## config.mk

```make
export PLATFORM = sky130hd
export DESIGN_NAME = serial_subtractor8
export DESIGN_NICKNAME = d
export VERILOG_FILES = /design/src/rtl/serial_subtractor8_pkg.sv /design/src/rtl/serial_subtractor8_fullsub1.sv /design/src/rtl/serial_subtractor8.sv
export SDC_FILE = /design/constraint.sdc
export NUM_CORES = 1
export LEC_CHECK = 0
export ABC_CLOCK_PERIOD_IN_PS = 3770
export CAP_MARGIN = 20
export CORE_ASPECT_RATIO = 1.1
export CORE_MARGIN = 3
export CORE_UTILIZATION = 40
export CTS_BUF_LIST = sky130_fd_sc_hd__clkbuf_16
export DETAILED_ROUTE_END_ITERATION = 6
export DONT_BUFFER_PORTS = 1
export GPL_TIMING_DRIVEN = 1
export PLACE_DENSITY_LB_ADDON = 0.15
export RECOVER_POWER = 50
export SLEW_MARGIN = 25
export SYNTH_ARGS = -nofsm -noshare
export SYNTH_HDL_FRONTEND = slang
export SYNTH_SLANG_ARGS = --single-unit
```

## constraint.sdc

```tcl
create_clock -name clk -period 3.77 [get_ports clk]
set_input_delay 1.131 -clock clk [delete_from_list [all_inputs] [get_ports clk]]
set_output_delay 1.131 -clock clk [all_outputs]
set_load 0.01 [all_outputs]
```

## src/rtl/serial_subtractor8_pkg.sv

```systemverilog
// Shared definitions for the bit-serial subtractor.
// Default width, FSM encoding and bit-counter sizing.
package serial_subtractor8_pkg;

  localparam int WIDTH_DEF = 8;

  function automatic int cnt_width(input int w);
    return (w > 1) ? $clog2(w) : 1;
  endfunction

  localparam int CNT_W = cnt_width(WIDTH_DEF);

  typedef enum logic [1:0] {
    S_IDLE  = 2'd0,
    S_SHIFT = 2'd1,
    S_DONE  = 2'd2
  } state_t;

endpackage

```

## src/rtl/serial_subtractor8_fullsub1.sv

```systemverilog
// One-bit full subtractor cell: x - y - bi.
// Purely combinational; the top steps it across the operand bits.
module fullsub1 (
  input  logic x,
  input  logic y,
  input  logic bi,
  output logic d,
  output logic bo
);

  assign d  = x ^ y ^ bi;
  assign bo = (~x & y) | (~(x ^ y) & bi);

endmodule

```

## src/rtl/serial_subtractor8.sv

```systemverilog
// Bit-serial subtractor: d = a - b - bin, one bit per clock, LSB first.
// Results are held from the done pulse until the next completed operation.
import serial_subtractor8_pkg::*;

module serial_subtractor8 #(
  parameter int WIDTH = WIDTH_DEF
) (
  input  logic             clk,
  input  logic             rst_n,
  input  logic             start,
  input  logic [WIDTH-1:0] a,
  input  logic [WIDTH-1:0] b,
  input  logic             bin,
  output logic [WIDTH-1:0] d,
  output logic             bout,
  output logic             ovf,
  output logic             zero,
  output logic             busy,
  output logic             done
);

  localparam int CW = cnt_width(WIDTH);
  localparam logic [CW-1:0] LAST = CW'(WIDTH - 1);
  localparam int MSB = WIDTH - 1;

  state_t           state_q, state_d;
  logic [CW-1:0]    cnt_q, cnt_d;
  logic [WIDTH-1:0] a_q, a_d;
  logic [WIDTH-1:0] b_q, b_d;
  logic             br_q, br_d;
  logic [WIDTH-1:0] sh_q, sh_d;
  logic [WIDTH-1:0] res_q, res_d;
  logic             bout_q, bout_d;
  logic             ovf_q, ovf_d;
  logic             zero_q, zero_d;

  logic             dbit;
  logic             bnext;
  logic [WIDTH-1:0] sh_next;

  fullsub1 u_fs (
    .x  (a_q[cnt_q]),
    .y  (b_q[cnt_q]),
    .bi (br_q),
    .d  (dbit),
    .bo (bnext)
  );

  assign sh_next = {dbit, sh_q[WIDTH-1:1]};

  // Next-state: accept operands when idle, step one bit per cycle in SHIFT.
  always_comb begin
    state_d = state_q;
    cnt_d   = cnt_q;
    a_d     = a_q;
    b_d     = b_q;
    br_d    = br_q;
    sh_d    = sh_q;
    res_d   = res_q;
    bout_d  = bout_q;
    ovf_d   = ovf_q;
    zero_d  = zero_q;
    unique case (state_q)
      S_IDLE, S_DONE: begin
        state_d = S_IDLE;
        if (start) begin
          a_d     = a;
          b_d     = b;
          br_d    = bin;
          cnt_d   = '0;
          state_d = S_SHIFT;
        end
      end
      S_SHIFT: begin
        sh_d = sh_next;
        br_d = bnext;
        if (cnt_q == LAST) begin
          state_d = S_DONE;
          res_d   = sh_next;
          bout_d  = bnext;
          ovf_d   = (a_q[MSB] ^ b_q[MSB]) & (dbit ^ a_q[MSB]);
          zero_d  = (sh_next == '0);
        end else begin
          cnt_d = cnt_q + CW'(1);
        end
      end
      default: state_d = S_IDLE;
    endcase
  end

  // State and datapath registers, cleared asynchronously.
  always_ff @(posedge clk or negedge rst_n) begin
    if (!rst_n) begin
      state_q <= S_IDLE;
      cnt_q   <= '0;
      a_q     <= '0;
      b_q     <= '0;
      br_q    <= 1'b0;
      sh_q    <= '0;
      res_q   <= '0;
      bout_q  <= 1'b0;
      ovf_q   <= 1'b0;
      zero_q  <= 1'b0;
    end else begin
      state_q <= state_d;
      cnt_q   <= cnt_d;
      a_q     <= a_d;
      b_q     <= b_d;
      br_q    <= br_d;
      sh_q    <= sh_d;
      res_q   <= res_d;
      bout_q  <= bout_d;
      ovf_q   <= ovf_d;
      zero_q  <= zero_d;
    end
  end

  assign d    = res_q;
  assign bout = bout_q;
  assign ovf  = ovf_q;
  assign zero = zero_q;
  assign busy = (state_q == S_SHIFT);
  assign done = (state_q == S_DONE);

endmodule

```

==> results.py, run 1 <==
metrics = {
    "run_status": {
        "status": "completed",
    },
    "global_routing": {
        "grt_use_met1_pct": 17.8,
        "grt_pass1_wl_um": 5530,
        "grtUsageTotal_pct": 15.0,
        "met2_usage_pct": 23.9,
        "antenna_found_initial": 0,
        "top_usage_layer": "met2",
        "grt_pass1_vias": 1186,
        "grtUsageMet3_pct": 5.97,
        "grt_max_degree": 41,
        "overflow": 0,
    },
    "drt": {
        "viasPerCell": 4.95,
        "drt_iter0_markers": 109,
        "vias": 1085,
        "routed_wl_um": 3120,
        "drc": 0,
        "drtAntennaViolNets": 0,
        "drtPass1Iterations": 4,
        "wl_per_cell_um": 14.2,
    },
    "sta": {
        "finalSetupViolations": 0,
        "slew_headroom_pct": 53.5,
        "finalHoldViolations": 0,
        "totalNegativeSetupSlack_ps": 0,
        "tightest_slew_ps": 697,
        "fin_crit_sh_pct": 66.4,
        "finalMaxSlewViolations": 0,
        "timing.fmax_ghz": 0.399,
        "clock_skew_ps": 3.33,
        "fin_crit_ps": 2500,
        "rsz0062_at_grt": "false",
    },
    "worst_setup_path": {
        "cpPeakStageDelay_ps": 420,
        "slowest_stage": "dfrtp_1",
        "crit_buf_inv": 1,
        "cp-start-kind": "register",
        "critical_path_required_ps": 2640,
        "startpoint": "state_q[0]",
        "reg2reg_from": "cnt_q[0]",
        "path_cells": "nand2b_1 -> clkinv_1",
        "path_class": "register to output port",
        "crit_cells": 2,
        "critical_path.top_delay_family": "flip-flops",
        "reg2reg_depth": 6,
        "arrival_ps": 1370,
        "cp_max_fo": 9,
        "crit_path_end_kind": "output port",
    },
    "pwr": {
        "p_per_area_nw_per_um2": 922,
        "p_leak_nw": 0.975,
        "switching_share_pct": 35.0,
        "seqPwrFrac_pct": 46.4,
        "peakVddDrop_uv": 341,
        "p_sw_uw": 615,
        "pwr-share-clk_pct": 22.2,
        "combPwrFrac_pct": 31.3,
        "internal-power_mw": 1.14,
        "finalPower_mw": 1.76,
    },
    "cts": {
        "hold_buffers": 0,
        "cts_htree_levels": 2,
        "clk_latency_ps": 280,
        "cts-resized-gates": 0,
        "clk_path_buf_depth": 2,
        "cts-root-buf": "clkbuf_16",
        "post-cts-setup-buffers": 0,
        "tritoncts": "yes",
        "clk_pin_slew_worst_paths_ps": 50,
        "cts_sinks": 40,
        "cts-buffers-inserted": 5,
    },
    "logic_synthesis": {
        "avgSynthCellArea_sq_um": 10.5,
        "synthTopCellsByArea": "dfrtp_1 (58%), nand2_1 (16%), mux4_1 (6.1%)",
        "yosys_warnings": 0,
        "synth_nets": 189,
        "synth_area_sq_um": 1740,
        "synth_seq_cells": 40,
        "synth_top_area_cell": "dfrtp_1",
        "yosysTopAreaCellShare_pct": 57.6,
        "netlist_instances": 166,
        "synth_common_cells": "nand2_1 (74), dfrtp_1 (40), mux2_2 (9)",
        "ys_types": 23,
        "synth_edf_count": 0,
        "yosysSeqAreaShare_pct": 57.6,
        "synth_flop_cell": "dfrtp_1",
        "async_reset_ff_share_pct": 100,
        "synth.most_common_cell": "nand2_1",
    },
    "die": {
        "io_pins": 33,
        "dieArea_sq_um": 5170,
        "start_util_pct": 42.5,
        "coreArea_sq_um": 4080,
        "die_h_um": 75.1,
        "die_width_um": 68.8,
        "rows": 24,
    },
    "layout": {
        "nNetsFinal": 189,
        "area_growth_pct": 9.65,
        "num_antenna_cells": 0,
        "utilization_pct": 46.6,
        "drive_gt1_share_pct": 9.58,
    },
    "min_path": {
        "whs_path_depth": 2,
        "min-delay-start": "a_q[3]",
        "hold_class": "register to register",
    },
    "flow_run": {
        "maxCapViolations": 0,
    },
    "placement": {
        "globalplace.congestion": 0.763,
        "io_buffers": 0,
    },
}
final timing paths:
check | endpoint | slack (ps)
worst min register to register | a_q[3] | 470
worst max register to register | zero | 1330
min in group asynchronous | sh_q[2] | 540
max in group asynchronous | b_q[0] | 3150
worst max-delay path | busy | 1270
worst min-delay path | a_q[3] | 470
sequential cells by signal, summed over array words and instances (netlist names):
signal	count
a_q	8
b_q	8
d	8
sh_q	7
cnt_q	3
state_q	2
bout	1
br_q	1
ovf	1
zero	1
worst register-to-register path, stage by stage, from the launching register on:
cell and delay [ps]:
dfrtp_1 480, mux4_1 590, mux2_2 290, fa_1 530
nor4_1 240, nand2_1 70, o21ai_0 150
cell families after synthesis:
logic type	after synthesis	share of synthesized area (%)
AND/OR/NAND/NOR	87	20.7
flip-flops	40	57.6
multiplexers	16	13.6
buffers and inverters	13	3.46
AO/OA/AOI/OAI	7	2.02
adder cells (fa/ha/maj)	3	2.59
layer usage:
layer | wire, um | part of all wire [%]
met4 | 60 | 1.9
met1 | 1410 | 45
met2 | 1470 | 47
met5 | 0 | 0
met3 | 181 | 5.8
power groups by stage:
stage | registers [mW] | logic [mW] | clock network, mW
2_1_floorplan | 0.760 | 0.502 | 0
3_3_place_gp | 0.817 | 0.547 | 0
3_5_place_dp | 0.829 | 0.563 | 0
4_1_cts | 0.821 | 0.564 | 0.404
5_1_grt | 0.851 | 0.673 | 0.422
6_report | 0.816 | 0.550 | 0.390
cell usage in the layout (no fill, tap or decap), drive strengths merged:
cell	instances
nand2	74
dfrtp	40
mux2	9
inv	6
o21ai	6
clkbuf	5
mux4	4
mux2i	3
nand3	3
nand2b	2
clkinv	2
nor2b	2
nor4	2
ha	2
nand3b	1
or3b	1
nor2	1
and3b	1
a21oi	1
fa	1
buf	1
metrics by stage:
stage	worst slack (ps)	area [sq um]	instances	hold WS [ps]
detailed placement	1310	1770	211	459
global route	1100	1900	219	500
finish	1270	1900	219	467
floorplan	1510	1740	166	437
CTS	1230	1900	219	473
global placement	1390	1770	211	466
layout make-up:
type | instances | area, sq um
tap | 52 | 65.1
multi-input combinational | 113 | 676
fill | 416 | 2180
clock inverter | 3 | 11.3
clock buffer | 5 | 125
inverter | 5 | 18.8
timing repair buffer | 1 | 7.51
sequential | 40 | 1000
No activity file was read; power rests on OpenSTA's default activity.
==> run 2: changes to the inputs <==
--- a/config.mk
+++ b/config.mk
@@ -5,7 +5,7 @@
 export SDC_FILE = /design/constraint.sdc
 export NUM_CORES = 1
 export LEC_CHECK = 0
-export ABC_CLOCK_PERIOD_IN_PS = 3770
+export ABC_CLOCK_PERIOD_IN_PS = 2500
 export CAP_MARGIN = 20
 export CORE_ASPECT_RATIO = 1.1
 export CORE_MARGIN = 3
==> constraint.sdc (replaced) <==
create_clock -name clk -period 2.5 [get_ports clk]
set_input_delay 0.75 -clock clk [delete_from_list [all_inputs] [get_ports clk]]
set_output_delay 0.75 -clock clk [all_outputs]
set_load 0.01 [all_outputs]
==> results.py, run 2 (synthesis gave the netlist of run 1 again) <==
metrics = {
    "global_routing": {
        "top_usage_layer": "met2",
        "grt_max_degree": 41,
        "overflow": 0,
        "grt_pass1_wl_um": 5570,
        "met2_usage_pct": 25.0,
        "grtUsageMet3_pct": 5.37,
        "grt_pass1_vias": 1127,
        "grtUsageTotal_pct": 15.1,
        "antenna_found_initial": 0,
        "grt_use_met1_pct": 17.9,
    },
    "cts": {
        "hold_buffers": 0,
        "clk_path_buf_depth": 2,
        "cts-buffers-inserted": 5,
        "cts-root-buf": "clkbuf_16",
        "clk_latency_ps": 280,
        "cts_sinks": 40,
        "tritoncts": "yes",
        "cts_htree_levels": 2,
        "clk_pin_slew_worst_paths_ps": 60,
        "post-cts-setup-buffers": 0,
    },
    "placement": {
        "hpwl_um": 2350,
        "io_buffers": 0,
        "globalplace.congestion": 0.760,
        "placed_cell_area_sq_um": 1780,
    },
    "sta": {
        "fin_crit_sh_pct": 92.9,
        "rsz0062_at_grt": "false",
        "timing.fmax_ghz": 0.430,
        "clock_skew_ps": 2.79,
        "finalMaxSlewViolations": 0,
        "slew_headroom_pct": 55.5,
        "fin_crit_ps": 2320,
        "finalHoldViolations": 0,
        "totalNegativeSetupSlack_ps": 0,
        "tightest_slew_ps": 668,
        "finalSetupViolations": 0,
    },
    "worst_setup_path": {
        "slowest_stage": "mux4_1",
        "arrival_ps": 2470,
        "path_class": "register to register",
        "cpPeakStageDelay_ps": 530,
        "critical_path_required_ps": 2650,
        "crit_buf_inv": 1,
        "cp-start-kind": "register",
        "crit_path_end_kind": "register",
        "cp_max_fo": 5,
        "path_cells": "buf_4 -> mux4_1 -> mux2i_1 -> fa_2 -> and3b_1 -> a21oi_1 -> o21ai_0",
        "critical_path.top_delay_family": "multiplexers",
    },
    "run_status": {
        "status": "completed",
    },
    "layout": {
        "final_common_cell": "nand2_1",
        "nNetsFinal": 191,
        "drive_gt1_share_pct": 12.4,
        "area_growth_pct": 11.1,
        "num_antenna_cells": 0,
        "final_cell_mix": "nand2_1 (74), dfrtp_1 (39), mux2_2 (9)",
        "fin_area_sq_um": 1930,
    },
    "pwr": {
        "p_per_area_nw_per_um2": 1420,
        "peakVddDrop_uv": 457,
        "p_leak_nw": 0.983,
    },
    "die": {
        "io_pins": 33,
        "die_h_um": 75.1,
        "coreArea_sq_um": 4080,
        "rows": 24,
        "die_width_um": 68.8,
        "start_util_pct": 42.5,
        "dieArea_sq_um": 5170,
    },
    "drt": {
        "drt_iter0_markers": 91,
        "viasPerCell": 5.03,
        "vias": 1112,
        "wl_per_cell_um": 15.0,
        "drc": 0,
        "drtAntennaViolNets": 0,
        "drtPass1Iterations": 4,
        "routed_wl_um": 3320,
    },
    "flow_run": {
        "maxCapViolations": 0,
    },
    "min_path": {
        "hold_class": "input port to async pin",
    },
}
-- run 2: path summary, 6_finish.rpt --
| kind | cells after the start | to | from | slack [ps] |
|---|---|---|---|---|
| hold / removal | 0 | d[0] | rst_n | 160 |
| max in group asynchronous | 0 | cnt_q[0] | rst_n | 2250 |
| hold reg to reg | 2 | a_q[3] | a_q[3] | 480 |
| setup / recovery | 7 | ovf | cnt_q[0] | 180 |
| min in group clk | 2 | a_q[3] | a_q[3] | 480 |
| setup reg to reg | 7 | ovf | cnt_q[0] | 180 |
-- run 2: worst reg2reg max path, delay by kind of cell, from the launching register on --
family          cells  cell delay (ps)
compound gates      2              190
fa+ha+maj           1              520
mux                 2              730
simple gates        1              200
flops               1              410
buf+inv             1              140
-- run 2: cell type report --
type	instances	area, sq um
Fill cell	400	2150
Multi-Input combinational cell	113	684
Tap cell	52	65.1
Inverter	5	18.8
Clock inverter	3	11.3
Clock buffer	5	125
Sequential cell	40	1000
Timing Repair Buffer	3	22.5
-- run 2: what timing repair did --
| action | CTS | global route |
|---|---|---|
| gates resized for setup | 0 | 3 |
| hold endpoints to repair | 0 | 0 |
| endpoints found under the setup margin | 0 | 1 |
-- run 2: stage by stage --
| stage | setup slack, ps | std cells | util [%] | hold slack [ps] | power [mW] |
|---|---|---|---|---|---|
| after CTS | 85.1 | 221 | 47.0 | 156 | 2.74 |
| final | 177 | 221 | 47.2 | 164 | 2.73 |
| after floorplan | 239 | 166 | - | 437 | 1.90 |
| after detailed placement | 103 | 213 | 43.7 | 455 | 2.13 |
| after global placement | 177 | 213 | 43.7 | 455 | 2.07 |
| after global routing | 63.7 | 221 | 47.2 | 149 | 3.00 |
-- run 2: layer usage --
layer	wire length, um	vias to the layer above
met1	1410	532
met4	23	0
met2	1690	35
li1	-	543
met5	0	-
met3	202	2
-- run 2: report_power, final --
group / total, mW / internal (mW) / switching (mW)
combinational: 0.911 / 0.448 / 0.464
sequential: 1.23 / 0.954 / 0.278
clock: 0.588 / 0.358 / 0.230
==> run 3: changes to the inputs <==
--- a/config.mk
+++ b/config.mk
@@ -13,8 +13,7 @@
 export CTS_BUF_LIST = sky130_fd_sc_hd__clkbuf_16
 export DETAILED_ROUTE_END_ITERATION = 6
 export DONT_BUFFER_PORTS = 1
-export GPL_TIMING_DRIVEN = 1
-export PLACE_DENSITY_LB_ADDON = 0.15
+export GPL_TIMING_DRIVEN = 0
 export RECOVER_POWER = 50
 export SLEW_MARGIN = 25
 export SYNTH_ARGS = -nofsm -noshare
==> results.py, run 3 (synthesis gave the netlist of run 1 again) <==
metrics = {
    "min_path": {
        "hold_class": "input port to async pin",
    },
    "pwr": {
        "p_leak_nw": 0.984,
        "pwr-share-clk_pct": 21.5,
        "combPwrFrac_pct": 34.5,
        "seqPwrFrac_pct": 44.0,
        "p_per_area_nw_per_um2": 1410,
        "internal-power_mw": 1.78,
        "switching_share_pct": 35.2,
        "p_sw_uw": 965,
        "peakVddDrop_uv": 544,
    },
    "global_routing": {
        "antenna_found_initial": 0,
        "grt_pass1_vias": 1210,
        "grt_pass1_wl_um": 5420,
        "grt_max_degree": 41,
        "grtUsageTotal_pct": 14.6,
        "overflow": 0,
    },
    "sta": {
        "finalSetupViolations": 0,
        "worst_slack_ps": 137,
        "rsz0062_at_grt": "false",
        "fin_crit_sh_pct": 94.5,
        "finalHoldViolations": 0,
        "totalNegativeSetupSlack_ps": 0,
        "tightest_slew_ps": 423,
        "fin_crit_ps": 2360,
        "timing.fmax_ghz": 0.423,
        "slew_headroom_pct": 71.8,
        "clock_skew_ps": 2.35,
        "hold_slack_ps": 166,
        "finalMaxSlewViolations": 0,
    },
    "placement": {
        "io_buffers": 0,
        "hpwl_um": 2250,
        "globalplace.congestion": 0.739,
        "dp_slack_ps": 17.9,
    },
    "worst_setup_path": {
        "cp_max_fo": 6,
        "crit_path_end_kind": "register",
        "arrival_ps": 2570,
        "r2r-end": "ovf",
        "reg2reg_depth": 7,
        "r2r_setup_slack_ps": 140,
        "path_class": "register to register",
        "reg2reg_from": "cnt_q[0]",
        "cp-start-kind": "register",
        "critical_path_required_ps": 2700,
    },
    "layout": {
        "final_cell_mix": "nand2_1 (74), dfrtp_1 (40), mux2_2 (9)",
        "area_growth_pct": 12.0,
        "num_antenna_cells": 0,
        "final_common_cell": "nand2_1",
        "drive_gt1_share_pct": 13.8,
        "nNetsFinal": 196,
    },
    "drt": {
        "drt_iter0_markers": 15,
        "vias": 1124,
        "routed_wl_um": 3140,
        "viasPerCell": 4.97,
        "drc": 0,
        "drtPass1Iterations": 2,
        "drtAntennaViolNets": 0,
        "wl_per_cell_um": 13.9,
    },
    "flow_run": {
        "maxCapViolations": 0,
    },
    "die": {
        "start_util_pct": 42.5,
        "die_width_um": 68.8,
        "rows": 24,
        "dieArea_sq_um": 5170,
        "coreArea_sq_um": 4080,
        "die_h_um": 75.1,
        "io_pins": 33,
    },
    "cts": {
        "cts-buffers-inserted": 5,
        "clk_pin_slew_worst_paths_ps": 50,
        "cts_sinks": 40,
        "tritoncts": "yes",
        "cts_htree_levels": 2,
        "clk_path_buf_depth": 2,
        "hold_buffers": 0,
        "clk_latency_ps": 280,
        "cts-root-buf": "clkbuf_16",
    },
    "run_status": {
        "status": "completed",
    },
}
run 3: cell types whose count changed in the layout (fill, tap and decap cells not counted), moves of 2 or more:
cell,before,now
buf_2,0,3
buf_4,3,0
clkbuf_1,0,3
clkinv_2,0,2
inv_1,6,4
o21ai_0,6,4
o21ai_1,0,2
run 3: per-stage QoR:
stage	std cells	power (mW)	area [sq um]	util [%]
after CTS	226	2.76	1940	47.5
after floorplan	166	1.90	1740	-
after global routing	226	2.98	1950	47.6
after global placement	218	2.08	1800	44.1
final	226	2.74	1950	47.6
after detailed placement	218	2.15	1800	44.1
run 3: cell type report:
| type | count | area [sq um] |
|---|---|---|
| tap | 52 | 65.1 |
| buffer | 8 | 41.3 |
| fill | 407 | 2140 |
| clock buffer | 5 | 125 |
| inverter | 5 | 18.8 |
| clock inverter | 3 | 13.8 |
| multi-input combinational | 113 | 681 |
| sequential | 40 | 1000 |
run 3: critical path, stage by stage (launching register included):
cell and delay, ps:
dfrtp_1 370, buf_6 140, mux4_1 530, mux2_2 300, fa_2 640, and3b_1 170
a21oi_1 40, o21ai_1 110
run 3: power by group through the flow:
stage / Combinational, mW / Clock [mW] / Sequential [mW]
floorplan: 0.757 / 0 / 1.15
finish: 0.946 / 0.590 / 1.21
global placement: 0.885 / 0 / 1.20
CTS: 0.932 / 0.618 / 1.21
detailed placement: 0.927 / 0 / 1.22
global route: 1.09 / 0.643 / 1.26
run 3: layer usage:
metal | vias to the layer above | global-route usage, % | part of all wire, %
met5 | - | 0 | 0
met4 | 0 | 7.79 | 2.5
met3 | 6 | 5.37 | 6.0
met2 | 31 | 24.0 | 48
met1 | 539 | 16.4 | 43
li1 | 548 | - | -
run 3: timing repair:
| item | CTS | global route |
|---|---|---|
| endpoints found under the hold margin | 0 | 0 |
| setup endpoints to repair | 0 | 2 |
| setup buffers | 0 | 0 |
| resized for setup | 0 | 5 |
run 3: how the worst max path moves through the flow:
stage,start,end,slack (ps)
floorplan,cnt_q[0],zero,240
global placement,cnt_q[0],zero,70
detailed placement,cnt_q[0],zero,20
CTS,cnt_q[0],zero,6
global route,cnt_q[0],ovf,1
finish,cnt_q[0],ovf,140
